File: src/rtl/psk_iq_corr_engine_pkg.sv
// ============================================================================
// Module   : psk_iq_corr_engine_pkg
// Brief    : Shared defaults and width helpers for the PSK I/Q correlator.
// Revision : 1.0 - initial release
// ============================================================================
`default_nettype none

package psk_iq_corr_engine_pkg;

  localparam int          C_NCO_W_DEF   = 12;
  localparam int          C_WIN_LEN_DEF = 256;
  localparam logic [11:0] C_FCW_RST_DEF = 12'h100;
  localparam logic [11:0] C_PCW_RST_DEF = 12'h000;

  // Signed correlation width: must hold -WIN_LEN..+WIN_LEN and |I|+|Q| <= 2*WIN_LEN
  function automatic int corr_width(input int win_len);
    return $clog2(win_len) + 2;
  endfunction

  // +90 degree offset in phase-accumulator units
  function automatic int quarter_turn(input int nco_w);
    return 1 << (nco_w - 2);
  endfunction

endpackage

`default_nettype wire

File: src/rtl/psk_iq_corr_engine_corr_acc.sv
// ============================================================================
// Module   : psk_iq_corr_engine_corr_acc
// Brief    : Per-window XNOR match counter; presents 2*matches-WIN_LEN at window end.
// Revision : 1.0 - initial release
// ============================================================================
`default_nettype none

module psk_iq_corr_engine_corr_acc
  import psk_iq_corr_engine_pkg::*;
#(
  parameter  int WIN_LEN = C_WIN_LEN_DEF,
  localparam int CORR_W  = corr_width(WIN_LEN)
) (
  input  logic                     clk,
  input  logic                     rst_n,
  input  logic                     en,
  input  logic                     sig,
  input  logic                     ref_bit,
  input  logic                     win_end,
  output logic signed [CORR_W-1:0] corr
);

  localparam int ACC_W = $clog2(WIN_LEN) + 1;

  logic [ACC_W-1:0] r_matches;
  logic [ACC_W-1:0] w_total;
  logic             w_hit;

  assign w_hit   = en && (sig == ref_bit);
  // Includes the window-end sample itself, so the count restarts with nothing lost
  assign w_total = r_matches + ACC_W'(w_hit);

  always_ff @(posedge clk or negedge rst_n) begin
    if (!rst_n) begin
      r_matches <= '0;
    end else if (win_end) begin
      r_matches <= '0;
    end else if (w_hit) begin
      r_matches <= w_total;
    end
  end

  assign corr = $signed({w_total, 1'b0}) - $signed(CORR_W'(WIN_LEN));

endmodule

`default_nettype wire

File: src/rtl/psk_iq_corr_engine.sv
// ============================================================================
// Module   : psk_iq_corr_engine
// Brief    : 1-bit I/Q correlator against quadrature NCO square references,
//            windowed results on a valid/ready port.
// Revision : 1.0 - initial release
// ============================================================================
`default_nettype none

module psk_iq_corr_engine
  import psk_iq_corr_engine_pkg::*;
#(
  parameter  int               NCO_W   = C_NCO_W_DEF,
  parameter  int               WIN_LEN = C_WIN_LEN_DEF,
  parameter  logic [NCO_W-1:0] FCW_RST = NCO_W'(C_FCW_RST_DEF),
  parameter  logic [NCO_W-1:0] PCW_RST = NCO_W'(C_PCW_RST_DEF),
  localparam int               CORR_W  = corr_width(WIN_LEN)
) (
  input  logic                     clk,
  input  logic                     rst_n,
  input  logic                     en,
  input  logic                     sig,
  input  logic                     cfg_ld,
  input  logic [NCO_W-1:0]         cfg_fcw,
  input  logic [NCO_W-1:0]         cfg_pcw,
  output logic                     out_valid,
  input  logic                     out_ready,
  output logic signed [CORR_W-1:0] out_i,
  output logic signed [CORR_W-1:0] out_q,
  output logic [CORR_W-1:0]        out_mag,
  output logic                     out_ovf
);

  localparam int               CNT_W     = $clog2(WIN_LEN);
  localparam logic [CNT_W-1:0] C_LAST    = CNT_W'(WIN_LEN - 1);
  localparam logic [NCO_W-1:0] C_QUARTER = NCO_W'(quarter_turn(NCO_W));

  logic [NCO_W-1:0]         r_phase;
  logic [NCO_W-1:0]         r_fcw_act;
  logic [NCO_W-1:0]         r_pcw_act;
  logic [NCO_W-1:0]         r_fcw_sh;
  logic [NCO_W-1:0]         r_pcw_sh;
  logic [CNT_W-1:0]         r_cnt;

  logic                     r_out_valid;
  logic signed [CORR_W-1:0] r_out_i;
  logic signed [CORR_W-1:0] r_out_q;
  logic [CORR_W-1:0]        r_out_mag;
  logic                     r_out_ovf;

  logic [NCO_W-1:0]         w_iphase;
  logic [NCO_W-1:0]         w_qphase;
  logic                     w_iref;
  logic                     w_qref;
  logic                     w_win_end;
  logic                     w_xfer;
  logic                     w_unused;
  logic signed [CORR_W-1:0] w_corr_i;
  logic signed [CORR_W-1:0] w_corr_q;
  logic [CORR_W-1:0]        w_abs_i;
  logic [CORR_W-1:0]        w_abs_q;
  logic [CORR_W-1:0]        w_mag;

  assign w_iphase  = r_phase + r_pcw_act;
  assign w_qphase  = w_iphase + C_QUARTER;
  assign w_iref    = w_iphase[NCO_W-1];
  assign w_qref    = w_qphase[NCO_W-1];
  assign w_unused  = ^w_qphase[NCO_W-2:0];

  // Counter width is exact (WIN_LEN is a power of 2), so it wraps to 0 on its own
  assign w_win_end = en && (r_cnt == C_LAST);
  assign w_xfer    = r_out_valid && out_ready;

  always_ff @(posedge clk or negedge rst_n) begin
    if (!rst_n) begin
      r_phase   <= '0;
      r_cnt     <= '0;
      r_fcw_act <= FCW_RST;
      r_pcw_act <= PCW_RST;
      r_fcw_sh  <= FCW_RST;
      r_pcw_sh  <= PCW_RST;
    end else begin
      if (cfg_ld) begin
        r_fcw_sh <= cfg_fcw;
        r_pcw_sh <= cfg_pcw;
      end
      if (en) begin
        r_phase <= r_phase + r_fcw_act;
        r_cnt   <= r_cnt + 1'b1;
      end
      // Retune only between windows; a coincident load goes straight to the next window
      if (w_win_end) begin
        r_fcw_act <= cfg_ld ? cfg_fcw : r_fcw_sh;
        r_pcw_act <= cfg_ld ? cfg_pcw : r_pcw_sh;
      end
    end
  end

  psk_iq_corr_engine_corr_acc #(
    .WIN_LEN (WIN_LEN)
  ) u_acc_i (
    .clk     (clk),
    .rst_n   (rst_n),
    .en      (en),
    .sig     (sig),
    .ref_bit (w_iref),
    .win_end (w_win_end),
    .corr    (w_corr_i)
  );

  psk_iq_corr_engine_corr_acc #(
    .WIN_LEN (WIN_LEN)
  ) u_acc_q (
    .clk     (clk),
    .rst_n   (rst_n),
    .en      (en),
    .sig     (sig),
    .ref_bit (w_qref),
    .win_end (w_win_end),
    .corr    (w_corr_q)
  );

  assign w_abs_i = w_corr_i[CORR_W-1] ? $unsigned(-w_corr_i) : $unsigned(w_corr_i);
  assign w_abs_q = w_corr_q[CORR_W-1] ? $unsigned(-w_corr_q) : $unsigned(w_corr_q);
  assign w_mag   = w_abs_i + w_abs_q;

  always_ff @(posedge clk or negedge rst_n) begin
    if (!rst_n) begin
      r_out_valid <= 1'b0;
      r_out_i     <= '0;
      r_out_q     <= '0;
      r_out_mag   <= '0;
      r_out_ovf   <= 1'b0;
    end else if (w_win_end) begin
      // Newest result wins; flag it if the previous one was never taken
      r_out_valid <= 1'b1;
      r_out_i     <= w_corr_i;
      r_out_q     <= w_corr_q;
      r_out_mag   <= w_mag;
      r_out_ovf   <= r_out_valid && !out_ready;
    end else if (w_xfer) begin
      r_out_valid <= 1'b0;
    end
  end

  assign out_valid = r_out_valid;
  assign out_i     = r_out_i;
  assign out_q     = r_out_q;
  assign out_mag   = r_out_mag;
  assign out_ovf   = r_out_ovf;

endmodule

`default_nettype wire
File: config.mk
export PLATFORM = sky130hd
export DESIGN_NAME = psk_iq_corr_engine
export DESIGN_NICKNAME = d
export VERILOG_FILES = /design/src/rtl/psk_iq_corr_engine_pkg.sv /design/src/rtl/psk_iq_corr_engine_corr_acc.sv /design/src/rtl/psk_iq_corr_engine.sv
export SDC_FILE = /design/constraint.sdc
export NUM_CORES = 1
export LEC_CHECK = 0
export BUFFER_PORTS_ARGS = -buffer_cell sky130_fd_sc_hd__buf_2
export CAP_MARGIN = 20
export CORE_ASPECT_RATIO = 2
export CORE_MARGIN = 2
export CORE_UTILIZATION = 54
export DETAILED_ROUTE_END_ITERATION = 16
export GPL_ROUTABILITY_DRIVEN = 0
export PLACE_DENSITY = 0.77
export SETUP_SLACK_MARGIN = 0.15
export SYNTH_ARGS = -nofsm -noshare
export SYNTH_HDL_FRONTEND = slang
export SYNTH_HIERARCHICAL = 1
export SYNTH_SLANG_ARGS = --single-unit
File: constraint.sdc
create_clock -name clk -period 5.65 [get_ports clk]
set_input_delay 1.13 -clock clk [delete_from_list [all_inputs] [get_ports clk]]
set_output_delay 1.13 -clock clk [all_outputs]
set_load 0.05 [all_outputs]
== Word-level counts from Yosys, hierarchy flattened ==
Cells that the tools add are included.

* Register bits: 118
* Bits of input ports: 30
* Output and inout bits: 32
* Logic and storage cells: 46

* Add/subtract/negate cells: 11
* Eq/ne operators: 3
* Mux-type cells: 10
* Reductions and logical operators: 9

{| class="wikitable"
|+ Operator list
! cell !! number
|-
| 9-bit two-way mux || 4
|-
| 12-bit adder || 2
|-
| 12-bit two-way mux || 2
|-
| 10-bit two-way mux || 2
|-
| 10-bit negation || 2
|-
| 10-bit subtractor (second input constant) || 2
|-
| 9-bit by 1-bit adder with 9-bit output || 2
|-
| 12-bit by 11-bit adder with 12-bit output (second input constant) || 1
|-
| 10-bit adder || 1
|-
| 8-bit by 1-bit adder with 8-bit output (second input constant) || 1
|-
| 8-bit equality test (second input constant) || 1
|-
| 2-bit nonzero test || 3
|-
| 1-bit logical AND || 5
|-
| 1-bit equality test || 2
|-
| 1-bit two-way mux || 2
|-
| 1-bit zero test || 1
|}

== Logic depth before layout (Yosys ltp) ==
* Depth in word-level cells: 9
* Mapped depth: 26

== Hierarchy ==
The synthesis kept the hierarchy.

{| class="wikitable"
|+ By module, submodules not included
! module !! instances !! cells each !! area each (µm²) !! sequential area each (µm²)
|-
| psk_iq_corr_engine || 1 || 522 || 5261.3 || 2504.9
|-
| psk_iq_corr_engine_corr_acc || 2 || 65 || 613.1 || 225.2
|}

== Worst setup path after synthesis ==
Ideal clock, no wire load.

* Path kind: register -> register
* From: register r_phase[1]
* To: register r_out_mag[9], in the netlist out_mag[9]
* Arrival time: 5110 ps
* Setup slack: 417 ps
* Cell stages (with the launch flop): 24
* Path buffers: 0
* Clock period less this slack: 5233 ps
* Cells stage by stage: dfrtp_1 -> ha_1 -> a311o_1 -> a21oi_1 -> nor3_1 -> or3_4 -> mux2i_1 -> xnor2_1 -> xnor2_4 -> nand2_1 -> inv_1 -> ha_1 -> ha_1 -> and3_4 -> xor2_1 -> or3_4 -> or2_4 -> o21ai_0 -> xnor2_1 -> ha_1 -> or4_1 -> o22ai_1 -> xnor2_1 -> o21ai_1

* Cells in the longest elaborated chain, start to end: 9

{| class="wikitable"
|+ RTL lines
! element !! line !! source
|-
| start, declared || psk_iq_corr_engine.sv:37 || <nowiki>logic [NCO_W-1:0] r_phase;</nowiki>
|-
| start signal, assigned || psk_iq_corr_engine.sv:87 || <nowiki>r_phase <= r_phase + r_fcw_act;</nowiki>
|-
| 12-bit adder * || psk_iq_corr_engine.sv:63 || <nowiki>assign w_iphase = r_phase + r_pcw_act;</nowiki>
|-
| 12-bit by 11-bit adder with 12-bit output * || psk_iq_corr_engine.sv:64 || <nowiki>assign w_qphase = w_iphase + C_QUARTER;</nowiki>
|-
| net w_qphase[11] || psk_iq_corr_engine.sv:51 || <nowiki>logic [NCO_W-1:0] w_qphase;</nowiki>
|-
| 1-bit equality test * || psk_iq_corr_engine_corr_acc.sv:29 || <nowiki>assign w_hit = en && (sig == ref_bit);</nowiki>
|-
| 1-bit logical AND * || psk_iq_corr_engine_corr_acc.sv:29 ||
|-
| 9-bit by 1-bit adder with 9-bit output * || psk_iq_corr_engine_corr_acc.sv:31 || <nowiki>assign w_total = r_matches + ACC_W'(w_hit);</nowiki>
|-
| 10-bit subtractor * || psk_iq_corr_engine_corr_acc.sv:43 || <nowiki>assign corr = $signed({w_total, 1'b0}) - $signed(CORR_W'(WIN_LEN));</nowiki>
|-
| net w_corr_q[5] || psk_iq_corr_engine.sv:58 || <nowiki>logic signed [CORR_W-1:0] w_corr_q;</nowiki>
|-
| 10-bit negation || psk_iq_corr_engine.sv:123 || <nowiki>assign w_abs_q = w_corr_q[CORR_W-1] ? $unsigned(-w_corr_q) : $unsigned(w_corr_q);</nowiki>
|-
| 10-bit two-way mux * || psk_iq_corr_engine.sv:123 ||
|-
| 10-bit adder * || psk_iq_corr_engine.sv:124 || <nowiki>assign w_mag = w_abs_i + w_abs_q;</nowiki>
|-
| end signal, assigned || psk_iq_corr_engine.sv:138 || <nowiki>r_out_mag <= w_mag;</nowiki>
|-
| end, declared || psk_iq_corr_engine.sv:47 || <nowiki>logic [CORR_W-1:0] r_out_mag;</nowiki>
|}

Mark *: on every way through the listed nets, which the timed path passes. The rest lies on a longest branch.
A chain may end at the register's enable or synchronous reset.

== Worst setup path after layout ==
* From: register r_phase[1]
* To: register r_out_mag[7], in the netlist out_mag[7]

{| class="wikitable"
|+ RTL lines
! element !! line
|-
| 12-bit adder || psk_iq_corr_engine.sv:63
|-
| 12-bit by 11-bit adder with 12-bit output || psk_iq_corr_engine.sv:64
|-
| net w_qphase[11] || psk_iq_corr_engine.sv:51
|-
| 1-bit equality test || psk_iq_corr_engine_corr_acc.sv:29
|-
| 1-bit logical AND || psk_iq_corr_engine_corr_acc.sv:29
|-
| 9-bit by 1-bit adder with 9-bit output || psk_iq_corr_engine_corr_acc.sv:31
|-
| 10-bit subtractor || psk_iq_corr_engine_corr_acc.sv:43
|-
| net w_corr_q[9] || psk_iq_corr_engine.sv:58
|-
| 10-bit two-way mux || psk_iq_corr_engine.sv:123
|-
| 10-bit adder || psk_iq_corr_engine.sv:124
|}

The timed path passes the listed nets, and every way through them passes these cells.

==> results_dict.tcl <==
set metrics [dict create \
    max_stage_delay_ps 510 \
    cp-start-kind "register" \
    firstDrtPassIters 4 \
    cts_root_buffer "clkbuf_16" \
    hp-start "out_i[2]" \
    synth_area_sq_um 6490 \
    clock_skew_ps 5.63 \
    irDropWorstVdd_uv 262 \
    cts_buffers 17 \
    die_x_microns 81.5 \
    synth_compound_area_share_pct 8.08 \
    ios 62 \
    path_cells "ha_1 > a311o_1 > a21oi_2 > nor3_1 > or3_4 > mux2i_4 > xnor2_4 > xnor2_4 > nand2_1 > inv_1 > ha_4 > and4_4 > and2_4 > o22ai_2 > xor2_1 > buf_4 > nand2b_1 > xnor2_1 > ha_1 > nor2b_1 > a311o_1 > a21oi_2 > or4b_1 > nand3_1" \
    ys_ff_latch 118 \
    p_leak_nw 3.89 \
    syn_nets 721 \
    grt_pass1_vias 5506 \
    multi_input_area_sq_um 3560 \
    status "finished, final reports clean" \
    final_common_cell "nand2_1" \
    cp.required_ps 6000 \
    regArea_sq_um 2960 \
    final_cell_area_sq_um 7860 \
    die-area_sq_um 13000 \
    path_delay_family "simple AND/OR/NAND/NOR gates" \
    clk_latency_ps 410 \
    end_kind "register" \
    diodes 0 \
    initial_core_util_pct 55.4 \
    r2r_start "r_phase[1]" \
    numClockSinks 118 \
    synth_cells 652 \
    core_sq_um 11700 \
    synth_top_family_by_area "simple AND/OR/NAND/NOR gates" \
    post-route-min-period_ps 5350 \
    powerDensity_nw_per_um2 387 \
    clk_path_buf_depth 2 \
    num_vias 5121 \
    min_delay_path_depth 2 \
    grt_usage_pct 25.6 \
    area_delta_synth_final_pct 21.1 \
    drc 0 \
    cts_tree "yes" \
    syn_avg_cell_area_sq_um 9.95 \
    ys_types 60 \
    relSlewSlack_pct 45.9 \
    final_cell_mix "160 x nand2_1, 116 x dfrtp_1, 61 x buf_2" \
    use_met2_pct 45.7 \
    grt_first_pass_wirelength_microns 25200 \
    ys_async_sr_fraction_pct 100 \
    gr-usage-met3_pct 5.10 \
    max_freq_ghz 0.187 \
    hold_violations 0 \
    yosysWarnings 6 \
    yosys.area_share.simple_pct 19.7 \
    synth_edf_count 0 \
    synthAdderAreaFrac_pct 7.75 \
    row_count 56 \
    overflow 0 \
    slowest_stage "or4b_1" \
    crit_buf_inv 2 \
    min_path_type "register to register" \
    drive_gt1_share_pct 25.5 \
    grt-busiest-layer "met2" \
    worst_pin_slew_ps 806 \
    crit_path_max_fanout 5 \
    synth_xor_area_share_pct 9.89 \
    synth-seq-area-share_pct 45.6 \
    crit_type "register to register" \
    grt_util_met1_pct 24.1 \
    startpoint "r_phase[1]" \
    num-fill-cells 855 \
    max-cap-violations 0 \
    fin_crit_sh_pct 94.8 \
    worstPathArrival_ps 5700 \
    ys.flop_type "dfrtp_1" \
    drtIter0Drc 263 \
    cp.depth 24 \
    hpwl_microns 11000 \
    via_per_inst 5.78 \
    drv_slew 0 \
    htreeDepth 4 \
    cts_hold_buf 0 \
    finalSetupViolations 0 \
    wl_per_cell_microns 18.2 \
    nNetsFinal 797 \
    clk_pin_slew_ps 50 \
    ff2ff_path_depth 24 \
    antenna_found_initial 0 \
    portBuffers 61 \
    synthMuxAreaShare_pct 6.35 \
    rsz0062_at_grt "yes" \
    drtAntennaViolNets 0 \
    die_height_microns 159 \
    grt_max_degree 84 \
    wl_microns 16100 \
    setup_tns_ps 0 \
    place_area_sq_um 6960 \
]
power by group:
| group | leakage, nW | internal, mW | switching (mW) | total, mW |
|---|---|---|---|---|
| Sequential | 1.56 | 0.927 | 0.0819 | 1.01 |
| Clock | 0.299 | 0.747 | 0.392 | 1.14 |
| Combinational | 2.03 | 0.420 | 0.469 | 0.889 |
cell usage after synthesis (4+ instances only):
master	count	share of area, %
a211oi_1	4	0.46
a21boi_0	4	0.46
a21oi_1	17	1.3
and2_1	4	0.39
and3_1	5	0.48
buf_2	9	0.69
clkbuf_1	8	0.46
dfrtp_1	116	45
ha_1	37	7.1
inv_1	13	0.75
mux2_2	33	5.7
mux2i_1	4	0.62
nand2_1	160	9.3
nand2b_1	10	0.96
nand3_1	14	1.1
nand4_1	10	0.96
nor2_1	24	1.4
nor2b_1	6	0.58
nor3_1	5	0.39
o21a_1	8	0.93
o21ai_0	27	2.1
or3_1	5	0.48
xnor2_1	41	5.5
xor2_1	26	3.5
worst register-to-register path, stage by stage (launching register included):
cell      delay, ps
dfrtp_1         400
ha_1            300
a311o_1         310
a21oi_2         150
nor3_1           60
or3_4           410
mux2i_4         220
xnor2_4         170
xnor2_4         170
nand2_1         120
inv_1            80
ha_4            180
and4_4          190
and2_4          160
o22ai_2         170
xor2_1          260
buf_4           190
nand2b_1         70
xnor2_1         130
ha_1            330
nor2b_1         230
a311o_1         310
a21oi_2         100
or4b_1          510
nand3_1          80
final timing paths:
check                      slack, ps            to
min reg2reg                      470      out_i[2]
min                              470      out_i[2]
max reg2reg                      300    out_mag[7]
min in group asynchronous        610   r_fcw_sh[7]
max in group asynchronous       4250  r_fcw_act[8]
max                              300    out_mag[7]
cell type report:
type                       count  share of cell area (%)
inverter                      14                   0.669
clock inverter                13                    2.29
clock buffer                  19                    5.64
multi-input combinational    496                    45.3
timing repair buffer          81                    6.15
tap                          145                    2.31
sequential                   118                    37.6
timing repair:
action / in CTS / in global routing
gates cloned: 0 / 2
buffers inserted: 1 / 3
gates resized for setup: 7 / 36
setup endpoints to repair: 4 / 6
pin swaps: 2 / 8
flip-flops by register name (all words and copies together) (netlist names), 10 cells and up:
signal and count:
r_fcw_act 12, r_fcw_sh 12, r_pcw_act 12, r_pcw_sh 12, r_phase 12, out_i 10
out_mag 10, out_q 10
cell families (layout without fill, tap and decap cells):
logic type,count (synthesis),after routing
compound gates,84,84
xor+xnor,69,69
fa+ha+maj,39,39
buf+inv,38,127
flops,118,118
mux,37,37
other cells,2,2
simple gates,265,265
routing by layer:
layer	routed length [microns]	vias up
met3	576	74
met1	5300	2522
li1	-	2369
met5	0	-
met4	1260	0
met2	8970	156
per-stage QoR:
stage	setup WS (ps)	hold WS (ps)	instances	util, %	power (mW)
final	296	472	886	67.1	3.04
after global routing	12.8	491	886	67.1	3.18
after CTS	154	475	880	65.1	2.94
after detailed placement	-96.4	462	847	59.5	1.79
after global placement	156	456	847	59.5	1.75
after floorplan	417	438	652	-	1.59
(Power assumes the default switching activity.)
